**src/rtl/regfile_param.sv**
```systemverilog
// regfile_param: parameterised two-read / one-write register file with a
// sequential whole-file clear.
//
// Parameters
//   DATA_W   register width in bits (1..64)
//   ADDR_W   address width; DEPTH = 2**ADDR_W registers
//   ZERO_REG 1: register 0 is hardwired to zero and ignores writes
//   BYPASS   1: an accepted write is forwarded to matching read ports
//            in the same cycle
//
// Ports
//   CLK             clock, all state changes on the rising edge
//   RST_N           synchronous active-low reset
//   WE              write request, sampled at the rising edge
//   WrAdd, WrData   write address / data
//   CLR             start a sequential clear of the whole file
//   RdAddA, RdAddB  read addresses
//   RdDataA/B       combinational read data
//   EN              one-hot image of the write done at the last edge
//   BUSY            high while the clear sequence runs
//   dbg_state       current FSM state (0 = IDLE, 1 = CLEAR)
//
// Handshake: WE has no ready return. BUSY acts as not-ready: a write
// presented while BUSY=1, while CLR=1, or to register 0 with ZERO_REG=1
// is dropped (no array change, EN=0, no bypass). Any other write with
// WE=1 is accepted at the edge.
module regfile_param #(
    parameter int DATA_W   = 8,
    parameter int ADDR_W   = 4,
    parameter int ZERO_REG = 0,
    parameter int BYPASS   = 1
) (
    input  logic                    CLK,
    input  logic                    RST_N,
    input  logic                    WE,
    input  logic [ADDR_W-1:0]       WrAdd,
    input  logic [DATA_W-1:0]       WrData,
    input  logic                    CLR,
    input  logic [ADDR_W-1:0]       RdAddA,
    input  logic [ADDR_W-1:0]       RdAddB,
    output logic [DATA_W-1:0]       RdDataA,
    output logic [DATA_W-1:0]       RdDataB,
    output logic [(1<<ADDR_W)-1:0]  EN,
    output logic                    BUSY,
    output logic                    dbg_state
);

    localparam int DEPTH = 1 << ADDR_W;
    localparam logic [DEPTH-1:0]  EN_ONE   = DEPTH'(1);
    localparam logic [ADDR_W-1:0] PTR_LAST = ADDR_W'(DEPTH - 1);

    typedef enum logic {
        IDLE  = 1'b0,
        CLEAR = 1'b1
    } state_t;

    state_t              state, state_nxt;
    logic [ADDR_W-1:0]   ptr, ptr_nxt;
    logic                wr_acc;
    logic                clr_ent;
    logic [DATA_W-1:0]   mem [DEPTH];

    // State and clear pointer
    always_ff @(posedge CLK) begin
        if (!RST_N) begin
            state <= IDLE;
            ptr   <= '0;
        end else begin
            state <= state_nxt;
            ptr   <= ptr_nxt;
        end
    end

    // Next state, write acceptance and clear strobe
    always_comb begin
        state_nxt = state;
        ptr_nxt   = ptr;
        wr_acc    = 1'b0;
        clr_ent   = 1'b0;
        case (state)
            IDLE: begin
                // CLR has priority over a simultaneous write
                if (CLR) begin
                    state_nxt = CLEAR;
                    ptr_nxt   = '0;
                end else if (WE && !((ZERO_REG != 0) && (WrAdd == '0))) begin
                    wr_acc = 1'b1;
                end
            end
            CLEAR: begin
                // CLR and WE are ignored here; the sequence always runs
                // exactly DEPTH steps. ptr wraps naturally at ADDR_W bits.
                clr_ent = 1'b1;
                ptr_nxt = ptr + 1'b1;
                if (ptr == PTR_LAST) begin
                    state_nxt = IDLE;
                end
            end
            default: begin
                state_nxt = IDLE;
                ptr_nxt   = '0;
            end
        endcase
    end

    // Storage array; reset zeroes every entry in the same edge
    always_ff @(posedge CLK) begin
        if (!RST_N) begin
            for (int i = 0; i < DEPTH; i++) begin
                mem[i] <= '0;
            end
        end else if (wr_acc) begin
            mem[WrAdd] <= WrData;
        end else if (clr_ent) begin
            mem[ptr] <= '0;
        end
    end

    // One-hot write image, cleared by any edge without an accepted write
    always_ff @(posedge CLK) begin
        if (!RST_N) begin
            EN <= '0;
        end else if (wr_acc) begin
            EN <= EN_ONE << WrAdd;
        end else begin
            EN <= '0;
        end
    end

    // Read port A: array, then optional bypass, then hardwired zero
    always_comb begin
        RdDataA = mem[RdAddA];
        if ((BYPASS != 0) && wr_acc && (RdAddA == WrAdd)) begin
            RdDataA = WrData;
        end
        if ((ZERO_REG != 0) && (RdAddA == '0)) begin
            RdDataA = '0;
        end
    end

    // Read port B: same structure as port A
    always_comb begin
        RdDataB = mem[RdAddB];
        if ((BYPASS != 0) && wr_acc && (RdAddB == WrAdd)) begin
            RdDataB = WrData;
        end
        if ((ZERO_REG != 0) && (RdAddB == '0)) begin
            RdDataB = '0;
        end
    end

    assign BUSY      = (state == CLEAR);
    assign dbg_state = state;

endmodule

```
**config.mk**
```make
export PLATFORM = sky130hd
export DESIGN_NAME = regfile_param
export DESIGN_NICKNAME = d
export VERILOG_FILES = /design/src/rtl/regfile_param.sv
export SDC_FILE = /design/constraint.sdc
export NUM_CORES = 1
export LEC_CHECK = 0
export CAP_MARGIN = 0
export CORE_MARGIN = 2
export CORE_UTILIZATION = 60
export DETAILED_ROUTE_END_ITERATION = 7
export PLACE_DENSITY = 0.83
export RECOVER_POWER = 100
export SYNTH_ARGS = -nofsm -noshare
export SYNTH_HDL_FRONTEND = slang
export SYNTH_SLANG_ARGS = --single-unit
```
**constraint.sdc**
```tcl
create_clock -name CLK -period 5.5 [get_ports CLK]
set_clock_uncertainty 0.1 [all_clocks]
set_input_delay 1.1 -clock CLK [delete_from_list [all_inputs] [get_ports CLK]]
set_output_delay 1.1 -clock CLK [all_outputs]
set_load 0.02 [all_outputs]
```
==> impl_metrics.csv, run 1 <==
group,metric,value,unit
routing,ant_nets,0,
critical_path,start_kind,"input pin",
routing,routedWlPerCell,24.7,um
cts,clock_sinks,149,
global_routing,grt_overflow,0,
global_routing,met3_usage,7.59,%
cts,post-cts-setup-buffers,0,
sta,final_hold_viol_count,0,
logic_synthesis,synth_top_cell_by_area,"edfxtp_1",
placement,dp_hpwl,13400,um
finish,drive_gt1_share,20.3,%
critical_path,arrival,3.91,ns
sta,worst-slew-pin-transition,0.875,ns
run,maxCapViolations,0,
logic_synthesis,synth_top_area_share,49.8,%
floorplanning,ios,58,
sta,fmax,196,MHz
critical_path,path_cells,"dlygate4sd3_1, nor3b_1, nand3_1, nor3_2, buf_4, mux2_2, dlygate4sd3_1",
floorplanning,core,12600,um^2
global_routing,grtUsageTotal,30.0,%
cts,htree_levels,4,
critical_path,critical_path.slowest_cell,"dlygate4sd3_1",
critical_path,crit_top_cell,"dlygate4sd3_1",
logic_synthesis,synth_area_per_cell,13.7,um^2
placement,port-buffer-count,57,
placement,place_congestion,0.893,
placement,post_dp_cell_area,8430,um^2
sta,fin_crit_sh,92.9,%
routing,drc,0,
critical_path,endpoint_kind,"output port",
floorplanning,initial_core_util,61.4,%
finish,antenna_cells,0,
cts,max-clock-path-buffers,2,
floorplanning,die-area,13800,um^2
logic_synthesis,yosysSeqAreaShare,55.3,%
sta,tns,0,ns
finish,nets,634,
global_routing,busiest_layer,"met2",
logic_synthesis,synth.distinct_cells,42,
power,powerDensity,318,nW/um^2
critical_path,crit_path_max_incr_delay,0.66,ns
logic_synthesis,ys_seq_elements,149,
routing,vias_per_cell,6.54,
global_routing,antenna_found_initial,0,
sta,rsz0062_at_grt,"no",
critical_path,critical_path_class,"in2out",
critical_path,crit_fanout,8,
finish,area_delta_synth_final,17.2,%
logic_synthesis,yosys_warnings,0,
routing,vias,5190,
cts,cts_buffers,17,
cts,cts_tree,"done",
sta,fin_crit,5.11,ns
finish,final_common_cell,"nor2_1",
placement,pre_cts_slack,0.676,ns
routing,drtPass1Iterations,5,
sta,slew_headroom,41.7,%
floorplanning,fp.dieW,117,um
min_path,hold_path.class,"reg2reg",
floorplanning,fp.dieH,117,um
sta,slew_viol_final,0,
cts,path_clk_slew,0.05,ns
cts,hold_buffers,0,
cts,cts_root_buf,"clkbuf_16",
logic_synthesis,syn-num-nets,587,
global_routing,met2_usage,50.4,%
power,worst_ir_drop_vdd,0.201,mV
logic_synthesis,synth_ff_type,"edfxtp_1",
status,status,"finished, final reports clean",
global_routing,grt_max_degree,34,
power,leakage,3.33,nW
sta,setup_viol,0,
global_routing,grt_use_met1,37.7,%
critical_path,worstPathRequired,4.30,ns
finish,fin_area,9030,um^2
floorplanning,rows,41,
global_routing,grt_pass1_vias,5357,
logic_synthesis,synth-edff-count,128,
logic_synthesis,synthCells,562,
finish,mostFrequentLayoutCells,"143 x nor2_1, 128 x edfxtp_1, 64 x mux4_2",
logic_synthesis,async_flop_share,0,%
cts,post_cts_resized,0,
cts,clk_latency,0.42,ns
routing,routed_wirelength,19600,um
sta,setup_ws,0.392,ns
routing,first_iter_violations,531,
global_routing,grt_pass1_wl,30500,um
logic_synthesis,netlist_area,7710,um^2
logic_synthesis,synth_area_leaders,"edfxtp_1 50%, mux4_2 19%, nor2_1 7.0%, mux2i_1 6.7%, dfxtp_1 5.5%",
[critical path, delay by kind of cell]
| family | cells | cell delay, ns |
|---|---|---|
| buffers and inverters | 3 | 1.48 |
| and+or+nand+nor | 3 | 0.98 |
| muxes | 1 | 0.34 |
[layout make-up]
cell class	count	area, um^2
clock inverters	13	186
multi-input cells	370	3260
inverters	2	7.51
fillers	826	3530
well taps	172	215
clock buffers	19	433
repair buffers	69	672
flip-flops and latches	149	4260
[report_power, final]
group | switching (mW) | total, mW | internal (mW) | leakage (nW)
Combinational | 0.193 | 0.352 | 0.158 | 1.54
Sequential | 0.0259 | 1.29 | 1.27 | 1.49
Clock | 0.434 | 1.23 | 0.794 | 0.298
Total | 0.653 | 2.87 | 2.22 | 3.33
[sequential cells by signal (all words and copies together) (netlist names)]
| register | cells |
|---|---|
| BUSY | 1 |
| EN | 16 |
| ptr | 4 |
| mem | 128 |
[final timing paths]
path / from / slack [ns] / cells past startpoint / endpoint
min: ptr[3] / 0.46 / 1 / BUSY
min reg2reg: ptr[3] / 0.46 / 1 / BUSY
max reg2reg: BUSY / 2.27 / 4 / mem[15][2]
max: CLR / 0.39 / 7 / RdDataA[5]
[cells in the mapped netlist (2+ instances only)]
library cell  number
nand2_2            4
nor3_2             2
xnor2_1            4
edfxtp_1         128
nand3_1            4
nor3_1             5
nor2_1           143
xor2_1             4
buf_2              8
nand2b_1           5
a21oi_1            4
o21ai_0            2
clkbuf_1          27
nand2_1           40
buf_1              5
mux2_2            16
dfxtp_1           21
mux4_2            64
nand4b_1           2
mux2i_1           52
[through the flow]
step	cells	utilization [%]	hold slack (ns)	power (mW)
2_1_floorplan	562	-	0.375	1.54
3_3_place_gp	762	67.1	0.406	1.66
3_5_place_dp	762	67.1	0.437	1.67
4_1_cts	794	72.0	0.442	2.88
5_1_grt	794	71.9	0.486	2.94
6_report	794	71.9	0.455	2.87
[metal layers]
layer  vias to the layer above  part of all wire [%]
li1                       2211                     -
met1                      2576                    35
met2                       352                    52
met3                        51                    10
met4                         0                   2.6
met5                         -                     0
[logic make-up (layout without fill, tap and decap cells)]
family,after synthesis,count (layout),share of synthesized area (%)
mux,132,132,27.8
compound gates,16,16,1.91
buf+inv,43,103,2.27
flops,149,149,55.3
xor+xnor,8,8,0.909
fa+ha+maj,1,1,0.162
simple gates,213,213,11.7
(Power assumes the default switching activity.)
==> run 2: changes to the inputs <==
--- a/config.mk
+++ b/config.mk
@@ -9,6 +9,7 @@
 export CORE_MARGIN = 2
 export CORE_UTILIZATION = 60
 export DETAILED_ROUTE_END_ITERATION = 7
+export GPL_TIMING_DRIVEN = 0
 export PLACE_DENSITY = 0.83
 export RECOVER_POWER = 100
 export SYNTH_ARGS = -nofsm -noshare
==> impl_metrics.csv, run 2 (synthesis gave the netlist of run 1 again) <==
group,metric,value,unit
floorplanning,fp.dieH,117,um
floorplanning,initial_core_util,61.4,%
global_routing,grt_max_degree,17,
power,leakage,3.26,nW
sta,fin_crit,5.31,ns
cts,clk_latency,0.43,ns
floorplanning,fp.dieW,117,um
finish,mostFrequentLayoutCells,"143 x nor2_1, 128 x edfxtp_1, 64 x mux4_2",
routing,routedWlPerCell,26.5,um
sta,rsz0062_at_grt,"no",
sta,setup_viol,0,
sta,worst-slew-pin-transition,1.95,ns
sta,slew_viol_final,10,
finish,drive_gt1_share,19.4,%
finish,n_fill_cell,837,
finish,largest_reg_flops,128,
cts,htree_levels,4,
sta,final_hold_viol_count,0,
floorplanning,ios,58,
sta,fin_crit_sh,96.5,%
global_routing,antenna_found_initial,0,
finish,final_common_cell,"nor2_1",
finish,top_register,"mem",
power,worst_ir_drop_vdd,0.261,mV
floorplanning,core,12600,um^2
critical_path,critical_path_class,"in2out",
placement,place_congestion,0.909,
finish,area_delta_synth_final,15.2,%
critical_path,start_kind,"input pin",
status,status,"finished, violations left",
finish,nets,650,
cts,max-clock-path-buffers,2,
cts,cts_buffers,17,
routing,vias,5370,
critical_path,endpoint_kind,"output port",
cts,clock_sinks,149,
run,maxCapViolations,2,
global_routing,grtUsageTotal,32.4,%
cts,hold_buffers,0,
routing,routed_wirelength,21500,um
critical_path,crit_fanout,8,
routing,drtPass1Iterations,6,
sta,fmax,188,MHz
cts,path_clk_slew,0.05,ns
sta,slew_headroom,-33.1,%
routing,ant_nets,0,
cts,cts_root_buf,"clkbuf_16",
placement,port-buffer-count,44,
global_routing,grt_pass1_vias,5544,
placement,dp_hpwl,15000,um
power,fin_total_pwr,2.74,mW
sta,tns,0,ns
cts,post_cts_resized,0,
routing,drc,0,
routing,first_iter_violations,733,
min_path,hold_path.class,"reg2reg",
floorplanning,rows,41,
global_routing,grt_overflow,0,
power,powerDensity,309,nW/um^2
finish,top_regs,"mem: 128 flops, EN: 16 flops, ptr: 4 flops",
global_routing,grt_pass1_wl,32100,um
status,violations,"max-capacitance violations, max-slew violations",
floorplanning,die-area,13800,um^2
critical_path,worstPathRequired,4.30,ns
routing,vias_per_cell,6.63,
cts,cts_tree,"done",
finish,multi_input_area,3240,um^2
finish,seq_area,4260,um^2
cts,post-cts-setup-buffers,0,
critical_path,arrival,4.11,ns
finish,antenna_cells,0,
finish,final_util,70.7,%
==> run 2: cell types whose count changed in the layout (fill, tap and decap cells not counted), moves of 5 or more <==
cell,before,now
clkdlybuf4s50_1,28,17
clkbuf_1,3,32
buf_2,2,7
buf_1,0,5
bufinv_16,5,0
clkinv_1,6,1
buf_4,9,1
==> run 2: worst paths after layout <==
check,to,slack (ns),cells after the start,from
max,RdDataA[0],0.19,6,CLR
min,ptr[2],0.44,1,ptr[2]
max reg2reg,mem[1][4],1.51,4,BUSY
min reg2reg,ptr[2],0.44,1,ptr[2]
==> run 2: layout make-up <==
cell class	count	area share [%]
plain buffers	41	1.89
inverters	2	0.0845
flip-flops and latches	149	48.0
clock buffers	26	5.75
repair buffers	44	4.96
clock inverters	6	0.451
multi-input cells	370	36.4
well taps	172	2.42
==> run 2: stage by stage <==
step / setup slack (ns) / instances / hold slack (ns) / instance area (um^2)
after global routing: 0.0872 / 810 / 0.493 / 8880
after CTS: 0.321 / 810 / 0.434 / 8920
after detailed placement: 0.334 / 778 / 0.427 / 8370
final: 0.191 / 810 / 0.438 / 8880
after floorplan: 1.49 / 562 / 0.375 / 7710
after global placement: 0.396 / 778 / 0.397 / 8370
==> run 2: worst max-delay path: stages <==
cell and delay [ns]:
dlygate4sd3_1 0.62, nor3b_2 0.38, nand3_1 0.16, nor3_2 0.76, mux2_2 0.43, dlygate4sd3_1 0.65
==> run 2: metal layers <==
layer  global-route usage (%)  up-vias  wire [um]
met4                     16.3        0        927
met3                     7.34       75       2590
li1                         -     2251          -
met1                     40.6     2630       7220
met2                     53.6      414      10800
met5                        0        -          0
==> run 2: report_power, final <==
group	switching (mW)	internal (mW)
Combinational	0.211	0.152
Clock	0.446	0.641
Sequential	0.0226	1.27
Total	0.680	2.06
==> run 3: changes to the inputs <==
--- a/config.mk
+++ b/config.mk
@@ -7,10 +7,10 @@
 export LEC_CHECK = 0
 export CAP_MARGIN = 0
 export CORE_MARGIN = 2
-export CORE_UTILIZATION = 60
+export CORE_UTILIZATION = 45
 export DETAILED_ROUTE_END_ITERATION = 7
 export GPL_TIMING_DRIVEN = 0
-export PLACE_DENSITY = 0.83
+export PLACE_DENSITY = 0.66
 export RECOVER_POWER = 100
 export SYNTH_ARGS = -nofsm -noshare
 export SYNTH_HDL_FRONTEND = slang
==> impl_metrics.csv, run 3 (synthesis gave the netlist of run 1 again) <==
group,metric,value,unit
power,pwr-share-comb,12.3,%
finish,nets,650,
power,p_seq_share,44.0,%
critical_path,reg2regPathDepth,5,
placement,place_congestion,0.872,
critical_path,start_kind,"input pin",
floorplanning,ios,58,
finish,drive_gt1_share,19.4,%
finish,seq_area,4260,um^2
routing,first_iter_violations,561,
power,power_switching,704,uW
routing,vias,5152,
cts,max-clock-path-buffers,2,
cts,htree_levels,4,
finish,n_fill_cell,1337,
finish,final_util,54.4,%
sta,slew_viol_final,5,
placement,port-buffer-count,44,
critical_path,arrival,4.09,ns
run,maxCapViolations,1,
cts,post-cts-setup-buffers,0,
cts,cts_tree,"done",
finish,final_common_cell,"nor2_1",
power,powerDensity,324,nW/um^2
floorplanning,die-area,18200,um^2
min_path,hold_path.class,"reg2reg",
cts,path_clk_slew,0.06,ns
sta,fmax,189,MHz
finish,antenna_cells,0,
min_path,hold_path_end,"ptr[2]",
cts,hold_buffers,0,
status,status,"finished, violations left",
power,switching_share,24.0,%
global_routing,grtUsageTotal,24.4,%
routing,drtPass1Iterations,7,
global_routing,grt_pass1_wl,31500,um
global_routing,grt_pass1_vias,5167,
routing,vias_per_cell,6.00,
critical_path,endpoint_kind,"output port",
finish,area_delta_synth_final,17.4,%
floorplanning,initial_core_util,46.3,%
routing,ant_nets,0,
floorplanning,rows,47,
cts,cts_root_buf,"clkbuf_16",
power,leakage,3.31,nW
sta,rsz0062_at_grt,"no",
min_path,holdPathStages,1,
routing,drc,0,
sta,fin_crit_sh,96.2,%
global_routing,antenna_found_initial,0,
placement,dp_hpwl,15400,um
critical_path,rrSetupSlack,1.85,ns
critical_path,critical_path_class,"in2out",
power,worst_ir_drop_vdd,0.229,mV
sta,fin_crit,5.29,ns
finish,largest_reg_flops,128,
critical_path,r2r-start,"BUSY",
sta,final_hold_viol_count,0,
status,violations,"max-capacitance violations, max-slew violations",
critical_path,worstPathRequired,4.30,ns
cts,clk_latency,0.43,ns
cts,clock_sinks,149,
sta,tns,0,ns
finish,mostFrequentLayoutCells,"143 x nor2_1, 128 x edfxtp_1, 64 x mux4_2",
global_routing,grt_overflow,0,
cts,post_cts_resized,0,
floorplanning,fp.dieW,135,um
routing,routed_wirelength,21000,um
min_path,holdCritStartpoint,"ptr[2]",
sta,worst-slew-pin-transition,1.59,ns
sta,setup_viol,0,
critical_path,r2r-end,"mem[9][7]",
sta,slew_headroom,-9.04,%
floorplanning,fp.dieH,135,um
critical_path,crit_fanout,8,
finish,top_regs,"mem: 128 flops, EN: 16 flops, ptr: 4 flops",
global_routing,grt_max_degree,17,
sta,hold-worst-slack,0.442,ns
cts,cts_buffers,17,
floorplanning,core,16600,um^2
finish,top_register,"mem",
finish,multi_input_area,3250,um^2
power,p_int,2.23,mW
routing,routedWlPerCell,24.5,um
power,clkPwrFrac,43.7,%
-- run 3: changes by cell type in the layout (fill, tap and decap cells not counted), moves of 2 or more --
cell | previous run | this run
clkdlybuf4s50_1 | 17 | 11
dlygate4sd3_1 | 27 | 33
bufinv_16 | 0 | 5
clkbuf_1 | 32 | 28
nand2_1 | 40 | 44
nand2_2 | 4 | 0
clkbuf_8 | 3 | 0
inv_4 | 3 | 0
clkinv_1 | 1 | 3
clkinv_4 | 0 | 2
inv_6 | 1 | 3
-- run 3: through the flow --
step	total power, mW	instance area (um^2)	cells	worst slack (ns)
2_1_floorplan	1.54	7710	562	1.49
3_3_place_gp	1.67	8430	826	0.417
3_5_place_dp	1.68	8430	826	0.404
4_1_cts	2.94	9080	858	0.375
5_1_grt	3.01	9050	858	0.169
6_report	2.93	9050	858	0.207
-- run 3: power by group through the flow --
stage	Clock (mW)	Combinational, mW	Sequential, mW
after CTS	1.29	0.367	1.29
after detailed placement	0	0.366	1.31
final	1.28	0.362	1.29
after floorplan	0	0.236	1.30
after global placement	0	0.361	1.31
after global routing	1.34	0.380	1.29
-- run 3: worst max path at each step --
stage | startpoint | end
global placement | RdAddA[0] | RdDataA[6]
global route | CLR | RdDataB[6]
CTS | RdAddA[0] | RdDataA[6]
detailed placement | RdAddA[0] | RdDataA[2]
floorplan | RdAddB[0] | RdDataB[0]
finish | CLR | RdDataB[2]
-- run 3: area by class of cell --
type / instances / share of cell area [%]
plain buffers: 41 / 1.84
clock buffers: 17 / 4.70
clock inverters: 15 / 2.49
inverters: 2 / 0.0830
multi-input cells: 370 / 35.9
flip-flops and latches: 149 / 47.1
well taps: 220 / 3.04
repair buffers: 44 / 4.87
-- run 3: worst max-delay path, cell delays in order --
cell and delay, ns:
dlygate4sd3_1 0.62, nor3b_2 0.38, nand3_1 0.14, nor3_2 0.73
mux2_2 0.46, dlygate4sd3_1 0.66
-- run 3: metal layers --
layer	global-route usage, %	wire length [um]	vias up
li1	-	-	2245
met1	31.2	7950	2604
met2	40.6	10600	245
met3	4.92	1690	58
met4	10.5	767	0
met5	0.556	0	-
